`src/rtl/lcd_nibble_writer_pkg.sv`:
```
// Shared state encoding, LCD command codes and the init/config constant tables
// for the 4-bit character-LCD write engine.
package lcd_nibble_writer_pkg;

  typedef enum logic [3:0] {
    S_POWERON,
    S_INIT_NIB,
    S_INIT_E,
    S_INIT_HOLD,
    S_INIT_WAIT,
    S_CFG,
    S_LATCH,
    S_SETUP_HI,
    S_E_HI,
    S_HOLD_HI,
    S_GAP,
    S_SETUP_LO,
    S_E_LO,
    S_HOLD_LO,
    S_SETTLE,
    S_IDLE
  } state_t;

  localparam logic [7:0] CMD_CLEAR = 8'h01;
  localparam logic [7:0] CMD_HOME  = 8'h02;

  function automatic logic [3:0] init_nibble(input logic [1:0] idx);
    return (idx == 2'd3) ? 4'h2 : 4'h3;
  endfunction

  // Function set 4-bit/2-line, entry mode inc, display on, clear.
  function automatic logic [7:0] cfg_byte(input logic [1:0] idx);
    case (idx)
      2'd0:    return 8'h28;
      2'd1:    return 8'h06;
      2'd2:    return 8'h0C;
      default: return CMD_CLEAR;
    endcase
  endfunction

endpackage

```
`src/rtl/lcd_delay_timer.sv`:
```
// Loadable down-counter shared by every timed state; done while the count is zero.
module lcd_delay_timer #(
  parameter int unsigned             WIDTH       = 20,
  parameter logic [WIDTH-1:0]        RESET_VALUE = '0
) (
  input  logic             Clock,
  input  logic             Reset,
  input  logic             load,
  input  logic [WIDTH-1:0] value,
  output logic             done
);

  logic [WIDTH-1:0] cnt;

  always_ff @(posedge Clock) begin
    if (Reset) begin
      cnt <= RESET_VALUE;
    end else if (load) begin
      cnt <= value;
    end else if (cnt != '0) begin
      cnt <= cnt - WIDTH'(1);
    end
  end

  assign done = (cnt == '0);

endmodule

```
`src/rtl/lcd_nibble_writer.sv`:
```
// HD44780 4-bit bus write engine: autonomous power-on init/config, then byte
// writes accepted through a valid/ready handshake.
module lcd_nibble_writer
  import lcd_nibble_writer_pkg::*;
#(
  parameter int unsigned P_POWERON_WAIT = 750000,
  parameter int unsigned P_INIT_WAIT1   = 205000,
  parameter int unsigned P_INIT_WAIT2   = 5000,
  parameter int unsigned P_CMD_WAIT     = 2000,
  parameter int unsigned P_CLEAR_WAIT   = 82000,
  parameter int unsigned P_E_PULSE      = 12,
  parameter int unsigned P_NIBBLE_GAP   = 50
) (
  input  logic       Clock,
  input  logic       Reset,
  input  logic [7:0] iData,
  input  logic       iRS,
  input  logic       iValid,
  output logic       oReady,
  output logic       oInitDone,
  output logic       oLCD_E,
  output logic       oLCD_RS,
  output logic       oLCD_RW,
  output logic [3:0] oLCD_Data
);

  // Timer is loaded with (state length - 1); a state ends on the edge where it reads zero.
  localparam logic [19:0] L_ONE   = '0;
  localparam logic [19:0] L_SETUP = 20'd1;
  localparam logic [19:0] L_E     = 20'(P_E_PULSE - 1);
  localparam logic [19:0] L_GAP   = 20'(P_NIBBLE_GAP - 1);
  localparam logic [19:0] L_W1    = 20'(P_INIT_WAIT1 - 1);
  localparam logic [19:0] L_W2    = 20'(P_INIT_WAIT2 - 1);
  localparam logic [19:0] L_CMD   = 20'(P_CMD_WAIT - 1);
  localparam logic [19:0] L_CLR   = 20'(P_CLEAR_WAIT - 1);

  state_t      state, nxt;
  logic [19:0] nxt_len;
  logic [1:0]  idx, idx_next;
  logic [7:0]  byte_q;
  logic        rs_q;
  logic        tmr_done, advance, is_clear, bump;

  assign oLCD_RW  = 1'b0;
  assign advance  = (state == S_IDLE) ? (iValid && oReady) : tmr_done;
  assign is_clear = !rs_q && (byte_q == CMD_CLEAR || byte_q == CMD_HOME);
  // One index walks the four init nibbles, wraps, then walks the four config bytes.
  assign bump     = (state == S_INIT_WAIT) || (state == S_SETTLE && !oInitDone);
  assign idx_next = bump ? idx + 2'd1 : idx;

  always_comb begin
    nxt     = state;
    nxt_len = L_ONE;
    case (state)
      S_POWERON:   begin nxt = S_INIT_NIB;  nxt_len = L_SETUP; end
      S_INIT_NIB:  begin nxt = S_INIT_E;    nxt_len = L_E;     end
      S_INIT_E:    begin nxt = S_INIT_HOLD; nxt_len = L_ONE;   end
      S_INIT_HOLD: begin
        nxt = S_INIT_WAIT;
        case (idx)
          2'd0:    nxt_len = L_W1;
          2'd1:    nxt_len = L_W2;
          default: nxt_len = L_CMD;
        endcase
      end
      S_INIT_WAIT: begin
        if (idx == 2'd3) begin
          nxt = S_CFG;      nxt_len = L_ONE;
        end else begin
          nxt = S_INIT_NIB; nxt_len = L_SETUP;
        end
      end
      S_CFG, S_LATCH: begin nxt = S_SETUP_HI; nxt_len = L_SETUP; end
      S_SETUP_HI:  begin nxt = S_E_HI;     nxt_len = L_E;     end
      S_E_HI:      begin nxt = S_HOLD_HI;  nxt_len = L_ONE;   end
      S_HOLD_HI:   begin nxt = S_GAP;      nxt_len = L_GAP;   end
      S_GAP:       begin nxt = S_SETUP_LO; nxt_len = L_SETUP; end
      S_SETUP_LO:  begin nxt = S_E_LO;     nxt_len = L_E;     end
      S_E_LO:      begin nxt = S_HOLD_LO;  nxt_len = L_ONE;   end
      S_HOLD_LO:   begin nxt = S_SETTLE;   nxt_len = is_clear ? L_CLR : L_CMD; end
      S_SETTLE:    nxt = (!oInitDone && idx != 2'd3) ? S_CFG : S_IDLE;
      S_IDLE:      nxt = S_LATCH;
      default:     nxt = S_POWERON;
    endcase
  end

  always_ff @(posedge Clock) begin
    if (Reset) begin
      state     <= S_POWERON;
      idx       <= '0;
      byte_q    <= '0;
      rs_q      <= 1'b0;
      oReady    <= 1'b0;
      oInitDone <= 1'b0;
      oLCD_E    <= 1'b0;
      oLCD_RS   <= 1'b0;
      oLCD_Data <= '0;
    end else if (advance) begin
      state <= nxt;
      idx   <= idx_next;
      // Outputs are set on entry to the next state so they are all registered.
      case (nxt)
        S_INIT_NIB: begin
          oLCD_Data <= init_nibble(idx_next);
          oLCD_RS   <= 1'b0;
        end
        S_CFG: begin
          byte_q <= cfg_byte(idx_next);
          rs_q   <= 1'b0;
        end
        S_LATCH: begin
          byte_q <= iData;
          rs_q   <= iRS;
          oReady <= 1'b0;
        end
        S_INIT_E, S_E_HI, S_E_LO:          oLCD_E <= 1'b1;
        S_INIT_HOLD, S_HOLD_HI, S_HOLD_LO: oLCD_E <= 1'b0;
        S_SETUP_HI: begin
          oLCD_Data <= byte_q[7:4];
          oLCD_RS   <= rs_q;
        end
        S_SETUP_LO: oLCD_Data <= byte_q[3:0];
        S_IDLE: begin
          oReady    <= 1'b1;
          oInitDone <= 1'b1;
        end
        default: ;
      endcase
    end
  end

  lcd_delay_timer #(
    .WIDTH      (20),
    .RESET_VALUE(20'(P_POWERON_WAIT))
  ) u_timer (
    .Clock(Clock),
    .Reset(Reset),
    .load (advance),
    .value(nxt_len),
    .done (tmr_done)
  );

endmodule

```
`config.mk`:
```
export PLATFORM = sky130hd
export DESIGN_NAME = lcd_nibble_writer
export DESIGN_NICKNAME = d
export VERILOG_FILES = /design/src/rtl/lcd_nibble_writer_pkg.sv /design/src/rtl/lcd_delay_timer.sv /design/src/rtl/lcd_nibble_writer.sv
export SDC_FILE = /design/constraint.sdc
export NUM_CORES = 1
export LEC_CHECK = 0
export BUFFER_PORTS_ARGS = -buffer_cell sky130_fd_sc_hd__buf_2
export CAP_MARGIN = 20
export CORE_ASPECT_RATIO = 0.8
export CORE_MARGIN = 4
export CORE_UTILIZATION = 41
export CTS_CLUSTER_SIZE = 28
export DETAILED_ROUTE_END_ITERATION = 16
export PLACE_DENSITY = 0.58
export SYNTH_ARGS = -nofsm -noshare
export SYNTH_HDL_FRONTEND = slang
export SYNTH_SLANG_ARGS = --single-unit
```
`constraint.sdc`:
```
create_clock -name Clock -period 4.3 [get_ports Clock]
set_input_delay 0.43 -clock Clock [delete_from_list [all_inputs] [get_ports Clock]]
set_output_delay 0.43 -clock Clock [all_outputs]
set_load 0.01 [all_outputs]
```
Word-level counts from Yosys, hierarchy flattened
Cells that the tools add are included.

word-level totals
  bits of input ports = 12
  register bits after elaboration = 43
  logic and storage cells = 96

cells by class
  $add $sub $neg = 2
  equal/unequal tests = 35
  reductions and logical operators = 30
  mux-type cells = 19

operators by type and width
  kind                                                  number
  one-hot mux 18 bit (6 select lines)                   1
  one-hot mux 4 bit (15 select lines)                   1
  equality test 4 bit (second input constant)           14
  two-way mux 20 bit                                    2
  one-hot mux 18 bit (2 select lines)                   1
  equality test 4 x 3 -> 1 bit (second input constant)  7
  logical NOT 20 bit                                    1
  nonzero test 20 bit                                   1
  subtractor 20 x 1 -> 20 bit (second input constant)   1
  one-hot mux 6 bit (3 select lines)                    1
  two-way mux 17 bit                                    1
  equality test 4 x 2 -> 1 bit (second input constant)  4
  one-hot mux 8 bit (2 select lines)                    1
  one-hot mux 4 bit (3 select lines)                    1
  AND reduction 2 bit                                   6
  nonzero test 2 bit                                    5
  OR reduction 3 bit                                    3
  equality test 4 x 1 -> 1 bit (second input constant)  2
  equality test 8 x 1 -> 1 bit (second input constant)  1
  equality test 8 x 2 -> 1 bit (second input constant)  1
  one-hot mux 1 bit (2 select lines)                    4
  equality test 2 bit (second input constant)           3
  equality test 2 x 1 -> 1 bit (second input constant)  2
  logical AND 1 bit                                     4
  other kinds (13)                                      18

Depth between registers and ports, before layout
Gate-level depths: netlist (run 1).

  word-level depth = 8
  depth in mapped cells = 10
  mapped depth without buffers = 9

By module
From an unflattened synthesis (run 1), not the netlist that was laid out.

unflattened totals
  cells, all modules = 363
  area total of the unflattened synthesis = 2,936.6 µm²

by module, submodules not included
  module             instances  cells an instance  area each (µm²)  seq. area each (µm²)
  lcd_nibble_writer  1          224                1,788.0          460.4
  lcd_delay_timer    1          139                1,148.6          400.4

Worst setup path before layout (run 1)
No wires, ideal clock.

  path kind = reg2reg
  from = reg u_timer.cnt[2]
  to = reg u_timer.cnt[14]
  stages on the path, launching flop included = 7
  setup slack = 1,986 ps
  arrival = 2,240 ps
  cell sequence = dfxtp_1 or4_4 or4_4 buf_6 or3_1 mux2_2 o211ai_2

on the way
  word-level cells in the longest chain between the ends = 3

ends and longest elaborated chain
  element                                                                   RTL line                                        source
  from (decl)                                                               lcd_delay_timer.sv:13                           logic [WIDTH-1:0] cnt;
  from (signal assigned)                                                    lcd_delay_timer.sv:19                           cnt <= value;
  from (signal assigned)                                                    lcd_delay_timer.sv:21                           cnt <= cnt - WIDTH'(1);
  subtractor 20 x 1 -> 20 bit / logical NOT 20 bit (equally long branches)  lcd_delay_timer.sv:21, lcd_delay_timer.sv:25
  two-way mux 20 bit / two-way mux 1 bit (equally long branches)            lcd_delay_timer.sv:20, lcd_nibble_writer.sv:45
  two-way mux 20 bit / nonzero test 2 bit (equally long branches)           -

Several ways; a longest one is shown, not always the timed one. The select of a mux whose other input is x is not followed.
A chain may end at the register's enable or synchronous reset.

Worst setup path after layout (run 1)
  from = reg state[1]
  to = reg u_timer.cnt[14]

on the way
  word-level cells in the longest chain between the ends = 4

ends and longest elaborated chain
  element                                                                    RTL line                 source
  from (decl)                                                                lcd_nibble_writer.sv:37  state_t state, nxt;
  from (signal assigned)                                                     lcd_nibble_writer.sv:99  state <= nxt;
  equality test 4 bit, or another cell as far along                          lcd_nibble_writer.sv:54  case (state)
  OR reduction 4 bit (no line) / OR reduction 3 bit (equally long branches)  -
  one-hot mux 18 bit (6 select lines)                                        lcd_nibble_writer.sv:54
  two-way mux 20 bit                                                         lcd_delay_timer.sv:18    end else if (load) begin

Several ways; a longest one is shown, not always the timed one.

==> results.py, run 1 <==
metrics = {
    "sta": {
        "finalCritPeriodShare": 0.6990,
        "hold_viol_final": 0,
        "rsz0062_at_grt": "false",
        "max_freq_mhz": 332.7,
        "maxSlewHeadroom": 0.3808,
        "fin_crit_ns": 3.006,
        "tns_ns": 0,
        "fin_skew_ns": 0.007448,
        "setup_viol": 0,
        "drv_slew": 0,
        "tightest_slew_ns": 0.9288,
    },
    "yosys": {
        "yosysTopAreaCell": "dfxtp_1",
        "ys_top_cells_by_area": "dfxtp_1, a21oi_1, ha_1",
        "synth.top_cell.area_share": 0.3204,
        "ys_seq_area_frac": 0.3204,
        "avgSynthCellArea_um2": 8.019,
        "ys_types": 56,
        "synth-main-ff-cell": "dfxtp_1",
        "yosysMostFrequentCell": "dfxtp_1",
        "synthCells": 335,
        "yosysWarningCount": 0,
        "synth_fp_nets": 356,
        "yosys-top-cells-count": "dfxtp_1, a21oi_1, nor2_1, nand2_1, o21ai_0",
        "syn_area_um2": 2686,
        "synth_seq_cells": 43,
        "synth-edff-count": 0,
        "async_flop_share": 0,
    },
    "critical_path": {
        "arrival_ns": 3.24,
        "critPathKind": "reg -> reg",
        "crit_family": "flip-flops",
        "crit_buf_inv": 1,
        "crit_path_top_delay_cell": "dfxtp_1",
        "path_max_fanout": 29,
        "max_stage_delay_ns": 0.90,
        "cp_cell_sequence": "nand4_1 > and4_1 > a21oi_1 > buf_4 > mux2_2 > o211ai_2",
        "rrSetupSlack_ns": 1.29,
        "endpoint_kind": "flip-flop",
        "required_ns": 4.53,
        "startpoint_type": "flip-flop",
    },
    "clock_tree": {
        "clk_latency_ns": 0.30,
        "cts_tree": "yes",
        "clk_pin_slew_worst_paths_ns": 0.09,
        "cts-root-buf": "clkbuf_8",
        "post-cts-setup-buffer-count": 0,
        "cts_hold_buffers": 0,
        "h-tree-depth": 2,
        "post_cts_resized": 0,
        "clockBufferDepth": 2,
        "numCtsBuffers": 5,
        "clkSinkCount": 43,
    },
    "final_layout": {
        "drive_gt1_frac": 0.1206,
        "syn2layout_area_growth_pct": 9.641,
        "n_antenna_cell": 0,
        "num-nets-final": 360,
        "finalInstanceArea_um2": 2945,
    },
    "route": {
        "ant_nets": 0,
        "drt_iter0_markers": 218,
        "totalWireLength_mm": 7.226,
        "wl_per_cell_um": 17.04,
        "viasPerCell": 6.040,
        "route.detailed.drc": 0,
        "firstDrtPassIters": 5,
        "via_count": 2561,
    },
    "global_route": {
        "antenna_found_initial": 0,
        "grt_usage": 0.1856,
        "grt_max_degree": 38,
        "grt_first_pass_wirelength_mm": 11.70,
        "overflow": 0,
        "grt_pass1_vias": 2284,
    },
    "job": {
        "max_cap_violations": 0,
    },
    "floorplan": {
        "boundaryPins": 21,
        "design.core.area_um2": 6376,
        "initial_core_util": 0.4213,
        "num_rows": 26,
        "die-width_um": 98.50,
        "dieArea_um2": 7919,
        "die_h_um": 80.40,
    },
    "min_path": {
        "hold_path.class": "in -> reg",
    },
    "power": {
        "leakage_uw": 0.0009961,
        "ir_drop_mv": 0.1875,
        "p_per_area_nw_per_um2": 295.4,
    },
    "placed_design": {
        "place_area_um2": 2785,
        "gp_congestion": 0.8182,
        "dp_hpwl_mm": 5.139,
        "portBuffers": 19,
    },
    "outcome": {
        "outcome": "finished clean",
    },
}
layer usage:
layer,routed length [um],GRT usage,share of wire
met5,0,0,0
met4,27,0.02865,0.0037
met3,374,0.03125,0.052
met2,2928,0.2638,0.41
met1,3896,0.2923,0.54
power by group:
part	internal, uW	switching (uW)
Combinational	28.0	34.3
Clock	232	148
Sequential	409	18.3
cell type report:
cell class / instances / area, um^2
Timing Repair Buffer: 21 / 130.1
Tap cell: 84 / 105.1
Clock inverter: 2 / 60.06
Sequential cell: 43 / 860.8
Fill cell: 685 / 3431
Inverter: 14 / 52.55
Multi-Input combinational cell: 254 / 1664
Clock buffer: 6 / 72.57
registers in the layout, summed over array words and instances, names as in the netlist:
| signal | cells |
|---|---|
| state | 4 |
| oLCD_E | 1 |
| oInitDone | 1 |
| u_timer.cnt | 20 |
| idx | 2 |
| rs_q | 1 |
| byte_q | 8 |
| oLCD_Data | 4 |
| oReady | 1 |
| oLCD_RS | 1 |
kinds of logic (layout without fill, tap and decap cells):
kind of cell / after synthesis / in the layout / synth area share
adder cells (fa/ha/maj): 9 / 9 / 0.04192
AND/OR/NAND/NOR: 117 / 117 / 0.2375
AO/OA/AOI/OAI: 105 / 105 / 0.2627
other: 1 / 1 / 0.001396
multiplexers: 8 / 8 / 0.03028
flip-flops: 43 / 43 / 0.3204
XOR/XNOR: 14 / 14 / 0.04565
buffers and inverters: 38 / 43 / 0.06008
worst paths after layout:
path | startpoint | end | depth (start not counted)
max reg2reg | state[1] | u_timer.cnt[14] | 6
min | iData[6] | byte_q[6] | 3
min reg2reg | oLCD_Data[1] | oLCD_Data[1] | 2
max | state[1] | u_timer.cnt[14] | 6
through the flow:
stage,hold WS (ns),setup WS [ns],total power [uW],utilization,instances
detailed placement,0.4877,1.271,497.6,0.4368,415
finish,0.3811,1.294,869.9,0.4619,424
floorplan,0.4653,1.986,479.9,-,335
CTS,0.3744,1.253,875.2,0.4576,423
global placement,0.4605,1.345,497.7,0.4368,415
global route,0.3851,1.035,903.6,0.4619,424
placed cells by master, fill, tap and decap left out, drive strengths merged, types with 4 or more instances in the layout:
cell / netlist / layout
ha: 9 / 9
a311oi: 7 / 7
a2111oi: 5 / 5
or4: 6 / 6
a211oi: 8 / 8
clkbuf: 16 / 6
a31oi: 9 / 9
o21ai: 21 / 21
nand3: 11 / 11
buf: 8 / 21
nand4: 7 / 7
or2: 5 / 5
xnor2: 7 / 7
xor2: 7 / 7
o21a: 4 / 4
dfxtp: 43 / 43
a21oi: 24 / 24
nor4: 6 / 6
nor2: 23 / 23
o31ai: 6 / 6
o311ai: 5 / 5
inv: 14 / 14
mux2i: 7 / 7
or3: 6 / 6
and2: 5 / 5
nand2: 21 / 21
nor3: 18 / 18
worst reg2reg max path: stages (launching register included):
cell and delay (ns):
dfxtp_1 0.90, nand4_1 0.25, and4_1 0.26, a21oi_1 0.75
buf_4 0.30, mux2_2 0.35, o211ai_2 0.13
Power figures use the tool's default switching activity.
==> run 2, diff against run 1 <==
--- a/config.mk
+++ b/config.mk
@@ -5,6 +5,7 @@
 export SDC_FILE = /design/constraint.sdc
 export NUM_CORES = 1
 export LEC_CHECK = 0
+export ABC_AREA = 1
 export BUFFER_PORTS_ARGS = -buffer_cell sky130_fd_sc_hd__buf_2
 export CAP_MARGIN = 20
 export CORE_ASPECT_RATIO = 0.8
@@ -12,7 +13,7 @@
 export CORE_UTILIZATION = 41
 export CTS_CLUSTER_SIZE = 28
 export DETAILED_ROUTE_END_ITERATION = 16
-export PLACE_DENSITY = 0.58
+export PLACE_DENSITY = 0.6
 export SYNTH_ARGS = -nofsm -noshare
 export SYNTH_HDL_FRONTEND = slang
 export SYNTH_SLANG_ARGS = --single-unit
==> constraint.sdc (replaced) <==
create_clock -name Clock -period 2.43 [get_ports Clock]
set_input_delay 0.243 -clock Clock [delete_from_list [all_inputs] [get_ports Clock]]
set_output_delay 0.243 -clock Clock [all_outputs]
set_load 0.01 [all_outputs]
==> results.py, run 2 <==
metrics = {
    "clock_tree": {
        "clkSinkCount": 43,
        "h-tree-depth": 2,
        "clk_pin_slew_worst_paths_ns": 0.09,
        "cts_tree": "yes",
        "clk_latency_ns": 0.30,
        "clockBufferDepth": 2,
        "cts-root-buf": "clkbuf_8",
        "post-cts-setup-buffer-count": 0,
        "numCtsBuffers": 5,
        "post_cts_resized": 0,
        "cts_hold_buffers": 0,
    },
    "outcome": {
        "outcome": "finished clean",
    },
    "route": {
        "route.detailed.drc": 0,
        "via_count": 2678,
        "drt_iter0_markers": 178,
        "ant_nets": 0,
        "wl_per_cell_um": 12.87,
        "firstDrtPassIters": 4,
        "viasPerCell": 4.987,
        "totalWireLength_mm": 6.911,
    },
    "floorplan": {
        "boundaryPins": 21,
        "die-width_um": 99.01,
        "initial_core_util": 0.4239,
        "dieArea_um2": 8000,
        "num_rows": 26,
        "die_h_um": 80.80,
        "design.core.area_um2": 6409,
    },
    "sta": {
        "drv_slew": 0,
        "tns_ns": 0,
        "fin_crit_ns": 2.145,
        "setup_viol": 0,
        "hold_viol_final": 0,
        "finalCritPeriodShare": 0.8828,
        "fin_skew_ns": 0.01218,
        "hold_ws_ns": 0.1802,
        "max_freq_mhz": 466.1,
        "rsz0062_at_grt": "false",
    },
    "placed_design": {
        "gp_congestion": 0.8721,
        "place_area_um2": 2872,
        "portBuffers": 19,
        "dp_hpwl_mm": 5.291,
    },
    "final_layout": {
        "largest_reg_flops": 20,
        "top_regs": "u_timer.cnt x20, byte_q x8",
        "fill_cells": 702,
        "drive_gt1_frac": 0.09934,
        "final_cell_mix": "nand2_1, nor2_1, dfxtp_1, inv_1, nand3_1",
        "top_register": "u_timer.cnt",
        "n_antenna_cell": 0,
        "layout_commonest_cell": "nand2_1",
        "num-nets-final": 473,
        "finalInstanceArea_um2": 3008,
        "syn2layout_area_growth_pct": 10.73,
    },
    "critical_path": {
        "crit_buf_inv": 2,
        "cp_cell_sequence": "inv_1 > nor2_1 > nand2_1 > nand2_1 > nand2_1 > o21ai_0 > inv_1 > ha_1 > mux2i_1 > nand3_1 > nand2_1 > nor2_1",
        "crit_family": "simple AND/OR/NAND/NOR gates",
        "path_max_fanout": 6,
        "arrival_ns": 2.36,
        "startpoint_type": "flip-flop",
        "max_stage_delay_ns": 0.43,
        "critPathKind": "reg -> reg",
        "endpoint_kind": "flip-flop",
        "cp_common_cell": "nand2_1",
        "required_ns": 2.64,
        "crit_path_top_delay_cell": "dfxtp_1",
    },
    "yosys": {
        "synth-main-ff-cell": "dfxtp_1",
        "synth_top_family_by_area": "simple AND/OR/NAND/NOR gates",
        "yosysMostFrequentCell": "nand2_1",
        "yosysTopAreaCell": "dfxtp_1",
        "async_flop_share": 0,
        "synth_compound_area_frac": 0.09535,
        "avgSynthCellArea_um2": 6.259,
        "synth_seq_cells": 43,
        "synth-simple-area-share": 0.4123,
        "yosys-top-cells-count": "nand2_1, nor2_1, dfxtp_1, inv_1, nand3_1",
        "synthAdderAreaFrac": 0.04146,
        "synthCells": 434,
        "ys_seq_area_frac": 0.3169,
        "synth.top_cell.area_share": 0.3169,
        "synthMuxAreaShare": 0.01474,
        "yosysWarningCount": 0,
        "syn_area_um2": 2716,
        "synth-edff-count": 0,
        "yosys.area_share.xor_xnor": 0.03547,
        "synth_fp_nets": 455,
        "ys_top_cells_by_area": "dfxtp_1, nand2_1, nor2_1",
        "ys_types": 32,
    },
    "min_path": {
        "hold_path.class": "in -> reg",
    },
    "power": {
        "leakage_uw": 0.001396,
        "ir_drop_mv": 0.3005,
        "p_per_area_nw_per_um2": 507.5,
    },
    "global_route": {
        "grt_usage": 0.1785,
        "antenna_found_initial": 0,
        "grt_max_degree": 21,
        "grt_first_pass_wirelength_mm": 11.38,
        "grt_pass1_vias": 2404,
        "overflow": 0,
    },
    "job": {
        "max_cap_violations": 0,
    },
}
[run 2: final timing paths]
path                                   start  slack, ns  depth (start not counted)            to
worst max-delay path                state[2]       0.28                         12     byte_q[2]
worst min-delay path                iData[7]       0.18                          3     byte_q[7]
worst max register to register      state[2]       0.28                         12     byte_q[2]
worst min register to register  oLCD_Data[3]       0.47                          2  oLCD_Data[3]
[run 2: layout make-up]
class	count	area, um^2	share of cell area
Timing Repair Buffer	22	117.6	0.03910
Clock inverter	3	67.56	0.02246
Multi-Input combinational cell	339	1632	0.5424
Clock buffer	5	68.82	0.02288
Sequential cell	43	860.8	0.2862
Tap cell	84	105.1	0.03494
Inverter	41	156.4	0.05200
[run 2: worst register-to-register path: stages (launching register included)]
cell and delay, ns:
dfxtp_1 0.43, inv_1 0.10, nor2_1 0.24, nand2_1 0.14, nand2_1 0.12, nand2_1 0.05
o21ai_0 0.15, inv_1 0.15, ha_1 0.29, mux2i_1 0.15, nand3_1 0.10, nand2_1 0.07
nor2_1 0.05
[run 2: power by group]
group | internal (uW) | switching [uW]
sequential | 720 | 13.8
clock | 410 | 269
combinational | 46.2 | 66.9
total | 1180 | 350
[run 2: cell families (layout without fill, tap and decap cells)]
kind of cell,Yosys count,count (layout)
AO/OA/AOI/OAI,48,48
XOR/XNOR,11,11
adder cells (fa/ha/maj),9,9
buffers and inverters,52,71
flip-flops,43,43
multiplexers,4,4
other,1,1
AND/OR/NAND/NOR,266,266
[run 2: routing by layer]
metal	vias to the layer above	share of wire	track usage	wire, um
met4	0	0.0095	0.04502	66
met2	92	0.40	0.2688	2768
met3	7	0.057	0.03433	394
li1	1407	-	-	-
met1	1172	0.53	0.2613	3681
met5	-	0	0	0
[run 2: per-stage QoR]
| step | worst slack, ns | cells | util | power [uW] |
|---|---|---|---|---|
| 2_1_floorplan | 0.6217 | 434 | - | 832.0 |
| 3_3_place_gp | 0.3177 | 529 | 0.4481 | 862.6 |
| 3_5_place_dp | 0.3032 | 529 | 0.4481 | 861.7 |
| 4_1_cts | 0.2944 | 537 | 0.4693 | 1542 |
| 5_1_grt | 0.04901 | 537 | 0.4693 | 1592 |
| 6_report | 0.2847 | 537 | 0.4693 | 1526 |
==> run 3, diff against run 2 <==
--- a/config.mk
+++ b/config.mk
@@ -13,6 +13,7 @@
 export CORE_UTILIZATION = 41
 export CTS_CLUSTER_SIZE = 28
 export DETAILED_ROUTE_END_ITERATION = 16
+export MAX_ROUTING_LAYER = met4
 export PLACE_DENSITY = 0.6
 export SYNTH_ARGS = -nofsm -noshare
 export SYNTH_HDL_FRONTEND = slang
==> results.py, run 3 (synthesis gave the netlist of run 2 again) <==
metrics = {
    "final_layout": {
        "n_antenna_cell": 0,
        "fill_cells": 685,
        "utilization": 0.4664,
        "top_register": "u_timer.cnt",
        "final_cell_mix": "nand2_1, nor2_1, dfxtp_1, inv_1, nand3_1",
        "syn2layout_area_growth_pct": 10.04,
        "drive_gt1_frac": 0.09934,
        "layout_commonest_cell": "nand2_1",
        "multi_input_area_um2": 1632,
        "largest_reg_flops": 20,
        "seq_area_um2": 860.8,
        "num-nets-final": 473,
        "top_regs": "u_timer.cnt x20, byte_q x8",
    },
    "clock_tree": {
        "clockBufferDepth": 2,
        "cts-root-buf": "clkbuf_8",
        "clk_pin_slew_worst_paths_ns": 0.09,
        "h-tree-depth": 2,
        "cts_tree": "yes",
        "clk_latency_ns": 0.30,
        "post-cts-setup-buffer-count": 0,
        "post_cts_resized": 0,
        "clkSinkCount": 43,
        "cts_hold_buffers": 0,
        "numCtsBuffers": 5,
    },
    "route": {
        "drt_iter0_markers": 155,
        "wl_per_cell_um": 12.69,
        "ant_nets": 0,
        "via_count": 2650,
        "firstDrtPassIters": 4,
        "viasPerCell": 4.935,
        "totalWireLength_mm": 6.816,
        "route.detailed.drc": 0,
    },
    "min_path": {
        "holdPathEnd": "byte_q[7]",
        "hold_path.class": "in -> reg",
        "worstHoldStart": "iData[7]",
        "hold_depth": 3,
    },
    "critical_path": {
        "arrival_ns": 2.36,
        "critPathKind": "reg -> reg",
        "cp_common_cell": "nand2_1",
        "r2r_cells": 12,
        "crit_family": "simple AND/OR/NAND/NOR gates",
        "endpoint_kind": "flip-flop",
        "r2r-end": "byte_q[2]",
        "crit_path_top_delay_cell": "dfxtp_1",
        "rrSetupSlack_ns": 0.27,
        "cp_cell_sequence": "inv_1 > nor2_1 > nand2_1 > nand2_1 > nand2_1 > o21ai_0 > inv_1 > ha_1 > mux2i_1 > nand3_1 > nand2_1 > nor2_1",
        "max_stage_delay_ns": 0.43,
        "required_ns": 2.63,
        "crit_buf_inv": 2,
        "timing.rr.start": "state[2]",
        "path_max_fanout": 6,
        "startpoint_type": "flip-flop",
    },
    "placed_design": {
        "portBuffers": 19,
        "gp_congestion": 0.8870,
        "dp_hpwl_mm": 5.263,
    },
    "floorplan": {
        "die-width_um": 99.01,
        "dieArea_um2": 8000,
        "num_rows": 26,
        "die_h_um": 80.80,
        "boundaryPins": 21,
        "initial_core_util": 0.4239,
        "design.core.area_um2": 6409,
    },
    "sta": {
        "fin_skew_ns": 0.01197,
        "drv_slew": 0,
        "hold_viol_final": 0,
        "tns_ns": 0,
        "rsz0062_at_grt": "false",
        "finalCritPeriodShare": 0.8890,
        "fin_crit_ns": 2.160,
        "setup_viol": 0,
        "maxSlewHeadroom": 0.6667,
        "tightest_slew_ns": 0.4995,
        "max_freq_mhz": 462.9,
    },
    "global_route": {
        "antenna_found_initial": 0,
        "grt_first_pass_wirelength_mm": 11.71,
        "grt_max_degree": 21,
        "grt_usage": 0.1882,
        "grt_pass1_vias": 2462,
        "overflow": 0,
    },
    "outcome": {
        "outcome": "finished clean",
    },
    "job": {
        "max_cap_violations": 0,
    },
    "power": {
        "p_per_area_nw_per_um2": 482.1,
        "leakage_uw": 0.001393,
        "ir_drop_mv": 0.2222,
    },
}
## run 3: metrics by stage
step / instance area (um^2) / std cells / hold slack [ns] / worst slack, ns / total power (uW)
3_3_place_gp: 2872 / 529 / 0.4472 / 0.3173 / 862.6
3_5_place_dp: 2872 / 529 / 0.4499 / 0.2849 / 862.5
2_1_floorplan: 2716 / 434 / 0.3140 / 0.6217 / 832.0
6_report: 2989 / 537 / 0.1898 / 0.2697 / 1441
5_1_grt: 2989 / 537 / 0.1902 / 0.01867 / 1505
4_1_cts: 2989 / 537 / 0.1817 / 0.2763 / 1456
## run 3: power by group
part / switching [uW] / internal, uW / total [uW]
clock network: 259 / 333 / 592
registers: 13.8 / 720 / 734
logic: 68.5 / 46.3 / 115
## run 3: area by class of cell
| class | instances | share of cell area |
|---|---|---|
| multi-input combinational | 339 | 0.5458 |
| timing repair buffer | 22 | 0.03935 |
| sequential | 43 | 0.2880 |
| clock inverter | 2 | 0.01172 |
| tap | 84 | 0.03516 |
| inverter | 41 | 0.05232 |
| clock buffer | 6 | 0.02763 |
## run 3: worst register-to-register path, stage by stage, from the launching register on
cell and delay (ns):
dfxtp_1 0.43, inv_1 0.11, nor2_1 0.23, nand2_1 0.14
nand2_1 0.12, nand2_1 0.05, o21ai_0 0.16, inv_1 0.16
ha_1 0.29, mux2i_1 0.16, nand3_1 0.10, nand2_1 0.07
nor2_1 0.05
## run 3: worst max-delay path by stage
stage          startpoint   endpoint  slack, ns  cells past startpoint
2_1_floorplan    state[1]  byte_q[2]       0.62                     12
3_3_place_gp     state[2]  byte_q[2]       0.32                     12
3_5_place_dp     state[1]  byte_q[2]       0.28                     12
4_1_cts          state[1]  byte_q[2]       0.28                     12
5_1_grt          state[2]  byte_q[2]       0.02                     12
6_report         state[2]  byte_q[2]       0.27                     12
## run 3: layer usage
metal | share of wire | track usage
met1 | 0.53 | 0.2698
met2 | 0.41 | 0.2788
met3 | 0.052 | 0.03004
met4 | 0.0060 | 0.04093
met5 | 0 | -
